**config.mk**
```make
export PLATFORM = sky130hd
export DESIGN_NAME = acq_framer
export DESIGN_NICKNAME = d
export VERILOG_FILES = /design/src/rtl/acq_framer.sv
export SDC_FILE = /design/constraint.sdc
export NUM_CORES = 1
export LEC_CHECK = 0
export BUFFER_PORTS_ARGS = -buffer_cell sky130_fd_sc_hd__buf_2
export CAP_MARGIN = 20
export CORE_ASPECT_RATIO = 1.1
export CORE_MARGIN = 1
export CORE_UTILIZATION = 60
export DETAILED_ROUTE_END_ITERATION = 8
export GPL_ROUTABILITY_DRIVEN = 0
export PLACE_DENSITY = 0.85
export RECOVER_POWER = 25
export SETUP_SLACK_MARGIN = 0.3
export SYNTH_ARGS = -nofsm -noshare
export SYNTH_HDL_FRONTEND = slang
export SYNTH_SLANG_ARGS = --single-unit
```
**constraint.sdc**
```tcl
create_clock -name clk -period 5.8 [get_ports clk]
set_input_delay 1.74 -clock clk [delete_from_list [all_inputs] [get_ports clk]]
set_output_delay 1.74 -clock clk [all_outputs]
set_load 0.1 [all_outputs]
```
**src/rtl/acq_framer.sv**
```systemverilog
// Acquisition framer: arms on ctl_start, starts a frame on a qualified trigger,
// decimates the input stream and emits one fixed-length AXI4-stream frame.
// The frame ends with TLAST so the downstream buffer restarts at address 0.
//
// state | meaning
// IDLE  | waiting for ctl_start; trigger ignored
// ARMED | config latched, waiting for trg on a valid input beat
// ACQ   | frame in progress, decimating and counting emitted samples
module acq_framer #(
  parameter int DW  = 16,
  parameter int LW  = 14,
  parameter int DCW = 17
) (
  input  logic           clk,
  input  logic           rst,
  input  logic           ctl_start,
  input  logic           ctl_stop,
  input  logic [LW-1:0]  cfg_len,
  input  logic [DCW-1:0] cfg_dec,
  input  logic           trg,
  input  logic [DW-1:0]  sti_tdata,
  input  logic           sti_tvalid,
  output logic           sti_tready,
  output logic [DW-1:0]  sto_tdata,
  output logic           sto_tvalid,
  input  logic           sto_tready,
  output logic           sto_tlast,
  output logic           sts_run,
  output logic           sts_trg,
  output logic           sts_done,
  output logic           sts_ovf
);

  typedef enum logic [1:0] {S_IDLE, S_ARMED, S_ACQ} state_t;

  state_t         state, state_nxt;
  logic [LW-1:0]  len_r, smp_cnt;
  logic [DCW-1:0] dec_r, dec_cnt;
  logic           arm, take, emit, last, load, drop;

  // The input is never back-pressured; frame timing follows the input stream.
  assign sti_tready = 1'b1;

  // State register.
  always_ff @(posedge clk or posedge rst) begin
    if (rst) state <= S_IDLE;
    else     state <= state_nxt;
  end

  // Next state plus per-beat strobes. Stop always wins over start/trigger.
  // The trigger beat is processed exactly like an ACQ beat at phase 0.
  always_comb begin
    state_nxt = state;
    arm       = 1'b0;
    take      = 1'b0;
    emit      = 1'b0;
    last      = 1'b0;
    case (state)
      S_IDLE: begin
        if (ctl_start && !ctl_stop) begin
          state_nxt = S_ARMED;
          arm       = 1'b1;
        end
      end
      S_ARMED: begin
        if (ctl_stop) begin
          state_nxt = S_IDLE;
        end else if (trg && sti_tvalid) begin
          state_nxt = S_ACQ;
          take      = 1'b1;
        end
      end
      S_ACQ: begin
        if (ctl_stop) state_nxt = S_IDLE;
        else          take = sti_tvalid;
      end
      default: state_nxt = S_IDLE;
    endcase
    emit = take && (dec_cnt == '0);
    last = emit && (smp_cnt == len_r);
    if (last) state_nxt = S_IDLE;
  end

  // A sample that finds the output register occupied and stalled is dropped.
  assign load = emit && (!sto_tvalid || sto_tready);
  assign drop = emit && !load;

  // Config latch and decimation / frame-length counters.
  always_ff @(posedge clk or posedge rst) begin
    if (rst) begin
      len_r   <= '0;
      dec_r   <= '0;
      dec_cnt <= '0;
      smp_cnt <= '0;
    end else if (arm) begin
      len_r   <= cfg_len;
      dec_r   <= cfg_dec;
      dec_cnt <= '0;
      smp_cnt <= '0;
    end else if (take) begin
      dec_cnt <= (dec_cnt == dec_r) ? '0 : dec_cnt + DCW'(1);
      if (emit) smp_cnt <= smp_cnt + LW'(1);
    end
  end

  // One-deep output register; a dropped final sample moves TLAST onto the
  // held beat so every frame is still terminated.
  always_ff @(posedge clk or posedge rst) begin
    if (rst) begin
      sto_tdata  <= '0;
      sto_tvalid <= 1'b0;
      sto_tlast  <= 1'b0;
    end else if (load) begin
      sto_tdata  <= sti_tdata;
      sto_tvalid <= 1'b1;
      sto_tlast  <= last;
    end else if (drop) begin
      if (last) sto_tlast <= 1'b1;
    end else if (sto_tvalid && sto_tready) begin
      sto_tvalid <= 1'b0;
      sto_tlast  <= 1'b0;
    end
  end

  // Sticky overflow, cleared only when a new acquisition is armed.
  always_ff @(posedge clk or posedge rst) begin
    if (rst)       sts_ovf <= 1'b0;
    else if (arm)  sts_ovf <= 1'b0;
    else if (drop) sts_ovf <= 1'b1;
  end

  assign sts_run  = (state != S_IDLE);
  assign sts_trg  = (state == S_ACQ);
  assign sts_done = sto_tvalid && sto_tready && sto_tlast;

endmodule

```
# After elaboration in Yosys (flattened, before gate mapping)

Index checks and enable logic that the tools add are counted.

Bits in latches: 0
Output and inout bits: 23
RAM bits: 0
Bits in read-only memories: 0
Memories: 0
Bits in registers: 83
Logic and storage cells: 70

Equality and inequality tests: 9
Divide/modulo/power cells: 0
Bitwise logic cells: 0
$add $sub $neg: 2
$mul: 0
Multiplexer cells: 26
Shift operators: 0
$lt $le $gt $ge: 0
Reductions and logical operators: 24

Operators by type and width:

| cell                    | count |
|---|---|
| $mux W17                | 3 |
| $mux W14                | 3 |
| $add A17 B1 Y17 const B | 1 |
| $eq A17 B17 Y1          | 1 |
| $logic_not A17 Y1       | 1 |
| $add A14 B1 Y14 const B | 1 |
| $eq A14 B14 Y1          | 1 |
| $mux W1                 | 13 |
| $mux W2                 | 5 |
| $reduce_bool A2 Y1      | 5 |
| $logic_and A1 B1 Y1     | 8 |
| $ne A3 B3 Y1 const B    | 2 |
| $pmux W2 S3             | 1 |
| $reduce_and A2 Y1       | 3 |
| $ne A4 B4 Y1 const B    | 1 |
| $logic_not A1 Y1        | 3 |
| $ne A3 B2 Y1 const B    | 1 |
| $reduce_and A3 Y1       | 1 |
| $reduce_bool A3 Y1      | 1 |
| $eq A2 B1 Y1 const B    | 1 |
| $eq A2 B2 Y1 const B    | 1 |
| $logic_not A2 Y1        | 1 |
| $ne A2 B2 Y1 const B    | 1 |
| $pmux W1 S2             | 1 |
| $logic_or A1 B1 Y1      | 1 |

# Depth between registers and ports, before layout

Gate-level depths: netlist (run 1).

Depth after elaboration: 10
Gate-level depth with buffers: 9
Gate-level depth less buffers: 7

# Worst setup path after synthesis (run 1)

No wires, ideal clock.

Kind: input-to-output
From: input sto_tready
To: output sts_done
Arrival: 2.518 ns
Setup slack: 1.542 ns
Stages: 1
Path through: and3_1

Longest elaborated chain between the ends: 2

RTL lines:

| element                           | RTL line | RTL |
|---|---|---|
| start, declared                   | 26       | `input logic sto_tready,` |
| $logic_and A1 B1 Y1 (2 in series) | 134      | `assign sts_done = sto_tvalid && sto_tready && sto_tlast;` |
| end, declared                     | 30       | `output logic sts_done,` |

No other way between the ends.

# Final worst setup path (run 1)

From: input ctl_stop
To: register state[0]

Longest elaborated chain between the ends: 6
Elaborated cells between the ends (all ways): 14
Those cells by class: eq/ne: 3; mux: 6; reduce/logical: 5

RTL lines:

| element                                              | RTL line | RTL |
|---|---|---|
| start, declared                                      | 17       | `input logic ctl_stop,` |
| $mux W1, on equally long branches                    | 74, 66   |  |
| $pmux W1 S2                                          | 58       | `case (state)` |
| $logic_and A1 B1 Y1                                  | 79       | `emit = take && (dec_cnt == '0);` |
| $logic_and A1 B1 Y1                                  | 80       | `last = emit && (smp_cnt == len_r);` |
| $ne A4 B4 Y1 (no line), or another cell as far along | -        |  |
| $reduce_and A3 Y1 (no line)                          | -        |  |
| end signal, assigned                                 | 47       | `else state <= state_nxt;` |
| end, declared                                        | 36       | `state_t state, state_nxt;` |

Parallel ways exist; a longest one is shown, timed or not.
A chain may end at the register's enable or synchronous reset.

==> impl_results.md, run 1 <==
- DRC: 0
- Period utilization: 72.61%
- Worst setup EP type: flop
- Worst VDD drop: 0.0004630 V
- Power Density: 402.7 nW/um^2
- Number of I/O port buffers: 75
- Router iterations before antenna repair: 7
- Design Power: 1.930 mW
- Post-synthesis cell count: 433
- Netlist Area Pre-Place: 4154 um^2
- Most frequent cell after synthesis: nand2_1
- RSZ-0062 raised after global routing: no
- Area of the die: 7260 um^2
- Worst R2R Setup Slack: 2.45 ns
- Clock Tree Root: clkbuf_8
- Top cells by area, synth: dfrtp_1 50%, nand2_1 9.8%, xor2_1 5.5%
- Final worst slack: 1.589 ns
- Site Rows: 31
- Synth cell count leaders: 108 x nand2_1, 83 x dfrtp_1, 32 x nor2_1, 26 x xor2_1, 25 x xnor2_1
- Slew headroom: -1.037%
- Dpl ws: 1.659 ns
- HP Start: len_r[6]$_DFFE_PP0P_
- Total wire length: 9.201 mm
- Cell variety after synth: 45
- Total gr overflow: 0
- CTS tree: done
- Vias/cell: 5.705
- Layout cell share with drive strength beyond 1: 23.82%
- Layout overhead on the synthesized area: 15.39%
- Wire per inst: 15.59 um
- Via count: 3,366
- Met1 wire length: 3.985 mm
- Req. time, crit path: 6.08 ns
- EDFF count, synth: 0
- Kind of critical path: in -> reg
- Post-synth top area share: 50.00%
- Warnings from Yosys: 0
- Die Wd: 81.34 um
- Core Footprint: 6633 um^2
- Cts bufs inserted: 9
- Vias in the first global route: 3,263
- HPWL Detailed: 6.432 mm
- Post-synth ARST share: 100.0%
- GRT Util Overall: 28.01%
- Worst Hold Endpoint: len_r[6]$_DFFE_PP0P_
- Clk Latency, worst-skew pair: 0.36 ns
- Worst r2r path cells: 7
- Critical path peak fanout: 36
- ANT nets after route: 0
- # Post-CTS Setup Buffers: 0
- Final nets: 563
- CP startpoint kind: input pin
- Fin crit period: 4.211 ns
- CTS clock-pin slew for the worst setup and hold paths: 0.08 ns
- Setup TNS: 0 ns
- Die Y: 89.27 um
- Met2 WL post-DR: 4.519 mm
- Clk sinks: 83
- Post-Syn Nets: 493
- Largest net degree at the start of global routing: 61
- Hold path cells: 2
- 1st-iter DRT viols: 311
- Status: finished, violations left
- Sequential area share after synthesis: 50.00%
- Number of max-cap violations: 1
- Critical path arrival: 4.49 ns
- Initial antenna violation count: 0
- Final slew viol count: 37
- Met3 WL post-DR: 526 um
- Hold Path Class: reg -> reg
- Layout Skew: 0.01102 ns
- Static leakage: 2.426 nW
- IO Count: 77
- Clock Tree Buf Depth: 2
- First-pass GRT wire length: 15.12 mm
- Syn Area/Cell: 9.593 um^2
- Setup violations, final: 0
- Reg-to-Reg End: state[0]$_DFFE_PP0P_
- CTS Hold Bufs: 0
- Post-synth top flop: dfrtp_1
- Failing checks: capacitance limit, slew limit
- Initial cell density of the core: 62.63%
- Top Metal Used: met4
- CTS H-tree depth: 3
- R2r startpoint: state[1]$_DFFE_PP0P_
- Post-CTS sizing: 0
- Final hold vios: 0
- Slew @ Worst Pin: 1.516 ns
- Cell taking the most area after synthesis: dfrtp_1
- Max Clk Rate: 237.5 MHz
- Synth Register Bits: 83
- # diodes: 0
[worst max path at each step]
| stage | slack [ns] | depth (start not counted) | to | from |
|---|---|---|---|---|
| floorplan | 1.54 | 1 | sts_done | sto_tready |
| global placement | 1.67 | 3 | sts_done | sto_tready |
| detailed placement | 1.66 | 3 | sts_done | sto_tready |
| CTS | 1.66 | 3 | sts_done | sto_tready |
| global route | 1.29 | 6 | state[0]$_DFFE_PP0P_ | ctl_stop |
| finish | 1.59 | 6 | state[0]$_DFFE_PP0P_ | ctl_stop |
[critical path, cell delays in order]
cell	delay, ns
clkbuf_1	0.11
nand2b_1	0.18
nor2_1	0.89
clkbuf_1	1.17
a22oi_1	0.25
nor2_1	0.15
[per-layer routing]
layer  vias up  global-route usage, %
li1       1589                      -
met1      1635                  36.93
met2       124                  44.32
met3        18                  7.449
met4         0                  10.71
met5         -                      0
[per-stage QoR]
stage                     utilization [%]  area, um^2  hold WS, ns  std cells
final                               72.27        4793       0.5002        590
after global placement              68.65        4553       0.4783        573
after global routing                72.27        4793       0.5152        590
after CTS                           72.68        4821       0.5010        590
after detailed placement            68.95        4573       0.4823        574
after floorplan                         -        4154       0.4652        433
[sequential cells by signal, summed over array words and instances (netlist names)]
| name | count |
|---|---|
| sts_ovf | 1 |
| sto_tlast | 1 |
| len_r | 14 |
| dec_cnt | 17 |
| state | 2 |
| sto_tvalid | 1 |
| smp_cnt | 14 |
| sto_tdata | 16 |
| dec_r | 17 |
[power by group]
group / switching (mW) / leakage (nW) / internal [mW] / total, mW
Clock: 0.220 / 0.120 / 0.290 / 0.510
Sequential: 0.104 / 1.10 / 0.713 / 0.817
Combinational: 0.413 / 1.20 / 0.190 / 0.604
[kinds of logic after synthesis]
kind of cell    Yosys count  share of synthesized area (%)
simple gates            208                          23.83
flops                    83                          50.00
xor+xnor                 51                          10.75
other cells               1                        0.09027
mux                      17                          4.578
buf+inv                  33                          3.825
fa+ha+maj                 6                          1.807
compound gates           34                          5.121
[layout by cell type (no fill, tap or decap), drive strengths merged, types with 3 or more instances in the layout]
cell    count
nor3       11
nor4       12
xnor2      25
mux2       16
xor2       26
or3         5
nand3      15
ha          6
buf        76
nor2       33
or2         3
and3        3
dfrtp      83
bufinv      3
o21ai      10
inv        14
clkbuf     12
nand4       8
nor4b       3
nand2     108
a21oi      11
[final cells by class]
| class | instances | area (um^2) |
|---|---|---|
| Tap cell | 82 | 102.6 |
| Inverter | 13 | 50.05 |
| Timing Repair Buffer | 79 | 397.9 |
| Fill cell | 482 | 1839 |
| Multi-Input combinational cell | 317 | 1918 |
| Clock inverter | 7 | 123.9 |
| Clock buffer | 9 | 123.9 |
| Sequential cell | 83 | 2077 |
No activity file was read; power rests on OpenSTA's default activity.
==> run 2: changes to the inputs <==
--- a/config.mk
+++ b/config.mk
@@ -9,10 +9,10 @@
 export CAP_MARGIN = 20
 export CORE_ASPECT_RATIO = 1.1
 export CORE_MARGIN = 1
-export CORE_UTILIZATION = 60
+export CORE_UTILIZATION = 50
 export DETAILED_ROUTE_END_ITERATION = 8
 export GPL_ROUTABILITY_DRIVEN = 0
-export PLACE_DENSITY = 0.85
+export PLACE_DENSITY = 0.76
 export RECOVER_POWER = 25
 export SETUP_SLACK_MARGIN = 0.3
 export SYNTH_ARGS = -nofsm -noshare
==> constraint.sdc (replaced) <==
create_clock -name clk -period 3.84 [get_ports clk]
set_input_delay 1.152 -clock clk [delete_from_list [all_inputs] [get_ports clk]]
set_output_delay 1.152 -clock clk [all_outputs]
set_load 0.1 [all_outputs]
==> run 2 against run 1 <==
The run still ends with capacitance limit, slew limit left; largest cell class unchanged; final area grew 0.34%; utilization shrank 12 points; register-to-register slack lost 1.5 ns; critical endpoint is now sts_done; die area grew 20%.
==> impl_results.md, run 2 (synthesized netlist as in run 1, its figures left out) <==
- Status: finished, violations left (unchanged)
- Failing checks: capacitance limit, slew limit (unchanged)
- GRT Util Overall: 22.77% (was 28.01%)
- Layout Skew: 0.01145 ns (was 0.01102 ns)
- Clk Latency, worst-skew pair: 0.37 ns (was 0.36 ns)
- Hold Path Class: reg -> reg (unchanged)
- Slew @ Worst Pin: 2.122 ns (was 1.516 ns)
- Die Y: 97.60 um (was 89.27 um)
- Final slew viol count: 50 (was 37)
- Dpl cells: 602 (was 574)
- Initial cell density of the core: 51.94% (was 62.63%)
- R2r startpoint: dec_cnt[0]$_DFFE_PP0P_ (was state[1]$_DFFE_PP0P_)
- # Post-CTS Setup Buffers: 0 (unchanged)
- # diodes: 0 (unchanged)
- CTS tree: done (unchanged)
- Total wire length: 8.655 mm (was 9.201 mm)
- Final hold vios: 0 (unchanged)
- Critical path arrival: 1.81 ns (was 4.49 ns)
- Largest regs: dec_cnt x17, dec_r x17, sto_tdata x16 (unchanged)
- Cts bufs inserted: 9 (unchanged)
- Slew headroom: -42.24% (was -1.037%)
- Final worst slack: 0.8795 ns (was 1.589 ns)
- Crit path from: sto_tready (was ctl_stop)
- Layout overhead on the synthesized area: 15.78% (was 15.39%)
- Worst r2r path cells: 7 (unchanged)
- Commonest non-fill, non-tap cells in the layout: 108 x nand2_1, 83 x dfrtp_1, 75 x buf_2 (was 108 x nand2_1, 83 x dfrtp_1, 74 x buf_2)
- Number of I/O port buffers: 75 (unchanged)
- Worst VDD drop: 0.0003232 V (was 0.0004630 V)
- Initial antenna violation count: 0 (unchanged)
- ANT nets after route: 0 (unchanged)
- Area of the die: 8677 um^2 (was 7260 um^2)
- Dpl ws: 0.6235 ns (was 1.659 ns)
- RSZ-0062 raised after global routing: no (unchanged)
- Worst setup EP type: output pin (was flop)
- Setup TNS: 0 ns (unchanged)
- Clock Tree Root: clkbuf_8 (unchanged)
- Router iterations before antenna repair: 4 (was 7)
- Critical path peak fanout: 3 (was 36)
- Clock Tree Buf Depth: 2 (unchanged)
- 1st-iter DRT viols: 216 (was 311)
- Wire per inst: 14.00 um (was 15.59 um)
- Layout cell share with drive strength beyond 1: 24.71% (was 23.82%)
- CTS clock-pin slew for the worst setup and hold paths: 0.08 ns (about the same)
- Fin crit period: 2.961 ns
- HPWL Detailed: 6.161 mm (was 6.432 mm)
- Clk sinks: 83 (unchanged)
- Final nets: 565 (was 563)
- Kind of critical path: in -> out (was in -> reg)
- Max Clk Rate: 337.8 MHz
- DRC: 0 (unchanged)
- CP startpoint kind: input pin (unchanged)
- Core Footprint: 7998 um^2 (was 6633 um^2)
- Post-Layout Cell Count: 618 (was 590)
- Power Density: 574.5 nW/um^2 (was 402.7 nW/um^2)
- Vias/cell: 5.227 (was 5.705)
- Via count: 3,230 (was 3,366)
- Number of max-cap violations: 1 (unchanged)
- Setup violations, final: 0 (unchanged)
- Site Rows: 34 (was 31)
- Post-CTS sizing: 0 (unchanged)
- HP Start: len_r[11]$_DFFE_PP0P_ (was len_r[6]$_DFFE_PP0P_)
- Period utilization: 77.10%
- Most common cell after layout, fill and taps aside: nand2_1 (unchanged)
- Hold path cells: 2 (unchanged)
- Total gr overflow: 0 (unchanged)
- CTS H-tree depth: 3 (unchanged)
- Largest net degree at the start of global routing: 50 (was 61)
- First-pass GRT wire length: 15.15 mm (was 15.12 mm)
- Die Wd: 88.91 um (was 81.34 um)
- IO Count: 77 (unchanged)
- Req. time, crit path: 2.69 ns (was 6.08 ns)
- CTS Hold Bufs: 0 (unchanged)
- Vias in the first global route: 3,296 (was 3,263)
- Static leakage: 2.424 nW (was 2.426 nW)
- Worst R2R Setup Slack: 0.99 ns (was 2.45 ns)
[run 2: changes by cell type in the layout (fill, tap and decap cells not counted), sizes merged]
cell / delta
buf: +5
clkbuf: -3
clkinv: +3
bufinv: -2
inv: -1
[run 2: final cells by class]
class,instances,area (um^2)
inverter,13,50.05
timing repair buffer,81,420.4
multi-input combinational,317,1926
fill,741,3188
sequential,83,2077
tap,108,135.1
clock inverter,7,77.57
clock buffer,9,123.9
[run 2: final timing paths]
check,endpoint
min reg2reg,len_r[11]$_DFFE_PP0P_
max reg2reg,sto_tdata[6]$_DFFE_PP0P_
min,len_r[11]$_DFFE_PP0P_
min in group asynchronous,sto_tdata[3]$_DFFE_PP0P_
max,sts_done
max in group asynchronous,smp_cnt[5]$_DFFE_PP0P_
[run 2: per-stage QoR]
stage	total power, mW	cell area, um^2	hold slack (ns)	util (%)
after floorplan	1.940	4154	0.4652	-
after global placement	2.118	4608	0.4827	57.62
after detailed placement	2.148	4608	0.4835	57.62
after CTS	2.786	4810	0.5041	60.14
after global routing	2.943	4810	0.5154	60.14
final	2.763	4810	0.4991	60.14
[run 2: critical path, stage by stage]
cell and delay [ns]:
buf_2 0.10, and3_1 0.14, buf_2 0.41
[run 2: power breakdown]
group	switching [mW]	internal, mW	total [mW]
Sequential	0.153	1.08	1.23
Combinational	0.605	0.289	0.894
Clock	0.335	0.305	0.639
Total	1.09	1.67	2.76
[run 2: per-layer routing]
layer / vias up / track usage (%) / share of wire, %
met1: 1540 / 31.14 / 47
met4: 0 / 9.677 / 1.7
li1: 1584 / - / -
met2: 96 / 35.21 / 47
met5: - / 0 / 0
met3: 10 / 4.248 / 4.9
==> run 3: changes to the inputs <==
--- a/config.mk
+++ b/config.mk
@@ -5,14 +5,15 @@
 export SDC_FILE = /design/constraint.sdc
 export NUM_CORES = 1
 export LEC_CHECK = 0
+export ABC_AREA = 1
 export BUFFER_PORTS_ARGS = -buffer_cell sky130_fd_sc_hd__buf_2
 export CAP_MARGIN = 20
 export CORE_ASPECT_RATIO = 1.1
 export CORE_MARGIN = 1
-export CORE_UTILIZATION = 50
+export CORE_UTILIZATION = 52
 export DETAILED_ROUTE_END_ITERATION = 8
 export GPL_ROUTABILITY_DRIVEN = 0
-export PLACE_DENSITY = 0.76
+export PLACE_DENSITY = 0.77
 export RECOVER_POWER = 25
 export SETUP_SLACK_MARGIN = 0.3
 export SYNTH_ARGS = -nofsm -noshare
==> constraint.sdc (replaced) <==
create_clock -name clk -period 2.6 [get_ports clk]
set_input_delay 0.78 -clock clk [delete_from_list [all_inputs] [get_ports clk]]
set_output_delay 0.78 -clock clk [all_outputs]
set_load 0.1 [all_outputs]
==> run 3 against run 2 <==
The flow now finishes without violations; register-to-register slack worse by 0.35 ns; cell count is 35% higher; combinational power grew to 2.6 times the previous value; clock power is 51% higher; clock-buffer cell count stayed put; non-clock buffer count is 3 higher; flip-flop and latch count stayed put; die area is 12% higher; critical endpoint unchanged; largest cell class is now multi-input gates; largest power group is now combinational cells; highest routed layer unchanged.
==> impl_results.md, run 3 <==
- Status: completed (was finished, violations left)
- Worst VDD drop: 0.0006115 V (was 0.0003232 V)
- Number of max-cap violations: 0 (was 1)
- CTS H-tree depth: 3 (unchanged)
- Largest family of logic cells by synthesized area: simple AND/OR/NAND/NOR gates (unchanged)
- RSZ-0062 raised after global routing: no (unchanged)
- DP Area: 5294 um^2 (was 4608 um^2)
- Total gr overflow: 0 (unchanged)
- Sequential area share after synthesis: 42.77% (was 50.00%)
- ANT nets after route: 0 (unchanged)
- Final core area utilization: 61.18% (was 60.14%)
- Req. time, crit path: 1.82 ns (was 2.69 ns)
- Synth cell count leaders: 242 x nand2_1, 83 x dfrtp_1, 51 x inv_1, 40 x nor2_1, 34 x nand4_1 (was 108 x nand2_1, 83 x dfrtp_1, 32 x nor2_1, 26 x xor2_1, 25 x xnor2_1)
- HPWL Detailed: 8.210 mm (was 6.161 mm)
- Number of I/O port buffers: 75 (unchanged)
- Post-synth top flop: dfrtp_1 (unchanged)
- Most frequent cell after synthesis: nand2_1 (unchanged)
- Kind of critical path: in -> out (unchanged)
- Commonest non-fill, non-tap cells in the layout: 242 x nand2_1, 83 x dfrtp_1, 72 x buf_2 (was 108 x nand2_1, 83 x dfrtp_1, 75 x buf_2)
- Layout overhead on the synthesized area: 12.93% (was 15.78%)
- Top Metal Used: met4 (unchanged)
- Hold Path Class: reg -> reg (unchanged)
- Final worst slack: 0.3860 ns (was 0.8795 ns)
- Max Clk Rate: 451.7 MHz
- IO Count: 77 (unchanged)
- Post-Layout Inst Area: 5484 um^2 (was 4810 um^2)
- Clock Tree Root: clkbuf_8 (unchanged)
- Final nets: 775 (was 565)
- # diodes: 0 (unchanged)
- CTS clock-pin slew for the worst setup and hold paths: 0.09 ns (was 0.08 ns)
- GRT Util Overall: 24.87% (was 22.77%)
- Initial antenna violation count: 0 (unchanged)
- Die Wd: 94.14 um (was 88.91 um)
- Compound-gate portion of the synthesized area: 4.329% (was 5.120%)
- Synth Area in Simple Gates: 37.62% (was 23.83%)
- Synth Area in XOR/XNOR: 4.509% (was 10.75%)
- Met1 wire length: 4.654 mm (was 4.027 mm)
- 1st-iter DRT viols: 302 (was 216)
- Syn Area/Cell: 7.540 um^2 (was 9.593 um^2)
- Router iterations before antenna repair: 5 (was 4)
- First-pass GRT wire length: 18.70 mm (was 15.15 mm)
- Largest net degree at the start of global routing: 84 (was 50)
- Layout cell share with drive strength beyond 1: 21.53% (was 24.71%)
- Total wire length: 11.34 mm (was 8.655 mm)
- Top cells by area, synth: dfrtp_1 43%, nand2_1 19%, nand4_1 4.4% (was dfrtp_1 50%, nand2_1 9.8%, xor2_1 5.5%)
- Core Footprint: 8964 um^2 (was 7998 um^2)
- Die Y: 103.4 um (was 97.60 um)
- Area of the die: 9729 um^2 (was 8677 um^2)
- Clk Latency, worst-skew pair: 0.37 ns (about the same)
- Hold path cells: 2 (unchanged)
- Site Rows: 36 (was 34)
- Post-synth top area share: 42.77% (was 50.00%)
- Filler cells: 776 (was 741)
- DRC: 0 (unchanged)
- Synth Area in Adders: 1.546% (was 1.807%)
- Final slew viol count: 0 (was 50)
- Setup violations, final: 0 (unchanged)
- Layout Skew: 0.01054 ns (was 0.01145 ns)
- Clk sinks: 83 (unchanged)
- Most common cell after layout, fill and taps aside: nand2_1 (unchanged)
- Post-synthesis cell count: 644 (was 433)
- Design Power: 5.234 mW (was 2.763 mW)
- Warnings from Yosys: 0 (unchanged)
- Multiplexer area fraction after synthesis: 0% (was 4.578%)
- Final hold vios: 0 (unchanged)
- Synth Register Bits: 83 (unchanged)
- Cell taking the most area after synthesis: dfrtp_1 (unchanged)
- Initial cell density of the core: 54.17% (was 51.94%)
- Static leakage: 2.859 nW (was 2.424 nW)
- Fin crit period: 2.214 ns
- Vias in the first global route: 4,155 (was 3,296)
- Met3 WL post-DR: 499 um (was 420 um)
- Critical path arrival: 1.43 ns (was 1.81 ns)
- Cell variety after synth: 38 (was 45)
- Via count: 4,434 (was 3,230)
- Worst setup EP type: output pin (unchanged)
- Slew headroom: 25.39% (was -42.24%)
- Wire per inst: 13.60 um (was 14.00 um)
- Dpl ws: 0.3864 ns (was 0.6235 ns)
- Met2 WL post-DR: 5.951 mm (was 4.057 mm)
- Power Density: 954.4 nW/um^2 (was 574.5 nW/um^2)
- Largest regs: dec_cnt x17, dec_r x17, sto_tdata x16 (unchanged)
- Period utilization: 85.16%
- EDFF count, synth: 0 (unchanged)
- CP startpoint kind: input pin (unchanged)
- Post-synth ARST share: 100.0% (unchanged)
- Vias/cell: 5.317 (was 5.227)
- CTS Hold Bufs: 0 (unchanged)
- Worst r2r path cells: 9 (was 7)
- Clock Tree Buf Depth: 2 (unchanged)
- CTS tree: done (unchanged)
- Critical path peak fanout: 2 (was 3)
- Post-Syn Nets: 704 (was 493)
- Cts bufs inserted: 9 (unchanged)
- Slew @ Worst Pin: 1.119 ns (was 2.122 ns)
- Netlist Area Pre-Place: 4856 um^2 (was 4154 um^2)
[run 3: changes by cell type after synthesis, sizes merged, moves of 17 or more]
cell   delta
nand4    +29
inv      +55
o21ai    +19
nand2   +136
nor2     +17
nand3    +29
[run 3: final timing paths]
kind	slack (ns)	startpoint	to
worst max-delay path	0.39	sto_tready	sts_done
worst min-delay path	0.48	sto_tdata[12]$_DFFE_PP0P_	sto_tdata[12]$_DFFE_PP0P_
worst max register to register	0.64	dec_cnt[0]$_DFFE_PP0P_	smp_cnt[13]$_DFFE_PP0P_
worst min register to register	0.48	sto_tdata[12]$_DFFE_PP0P_	sto_tdata[12]$_DFFE_PP0P_
max in group asynchronous	1.09	rst	dec_r[9]$_DFFE_PP0P_
min in group asynchronous	0.80	rst	sto_tdata[6]$_DFFE_PP0P_
[run 3: cell type report]
cell class	instances	area, um^2	area share [%]
Tap cell	114	142.6	2.601
Clock inverter	7	75.07	1.369
Clock buffer	9	123.9	2.259
Timing Repair Buffer	84	446.7	8.145
Inverter	73	279.0	5.088
Multi-Input combinational cell	464	2340	42.66
Sequential cell	83	2077	37.87
[run 3: what timing repair did]
item | in CTS | in global routing
pin swaps | 0 | 0
gates resized for setup | 1 | 1
buffers inserted | 0 | 0
setup endpoints to repair | 1 | 1
[run 3: per-stage QoR]
stage | TNS [ns] | hold slack (ns) | cells
floorplan | -0.1037 | 0.4633 | 644
global placement | 0 | 0.4506 | 818
detailed placement | 0 | 0.4614 | 818
CTS | 0 | 0.4836 | 834
global route | 0 | 0.5086 | 834
finish | 0 | 0.4787 | 834
[run 3: power by group]
part	switching, mW	internal, mW
sequential	0.292	1.68
clock	0.511	0.451
combinational	1.69	0.619
total	2.49	2.75
[run 3: metal layers]
layer,track usage (%),vias up
met4,11.24,0
met1,30.42,2113
met5,0,-
met2,44.36,123
li1,-,2180
met3,2.851,18
[run 3: logic make-up after synthesis]
kind of cell / count (synthesis)
compound gates: 39
xor+xnor: 25
fa+ha+maj: 6
buf+inv: 97
flops: 83
other cells: 1
simple gates: 393
[run 3: critical path, cell delays in order]
cell and delay, ns:
buf_2 0.09, nand2_1 0.07, nor2_2 0.07, buf_2 0.42
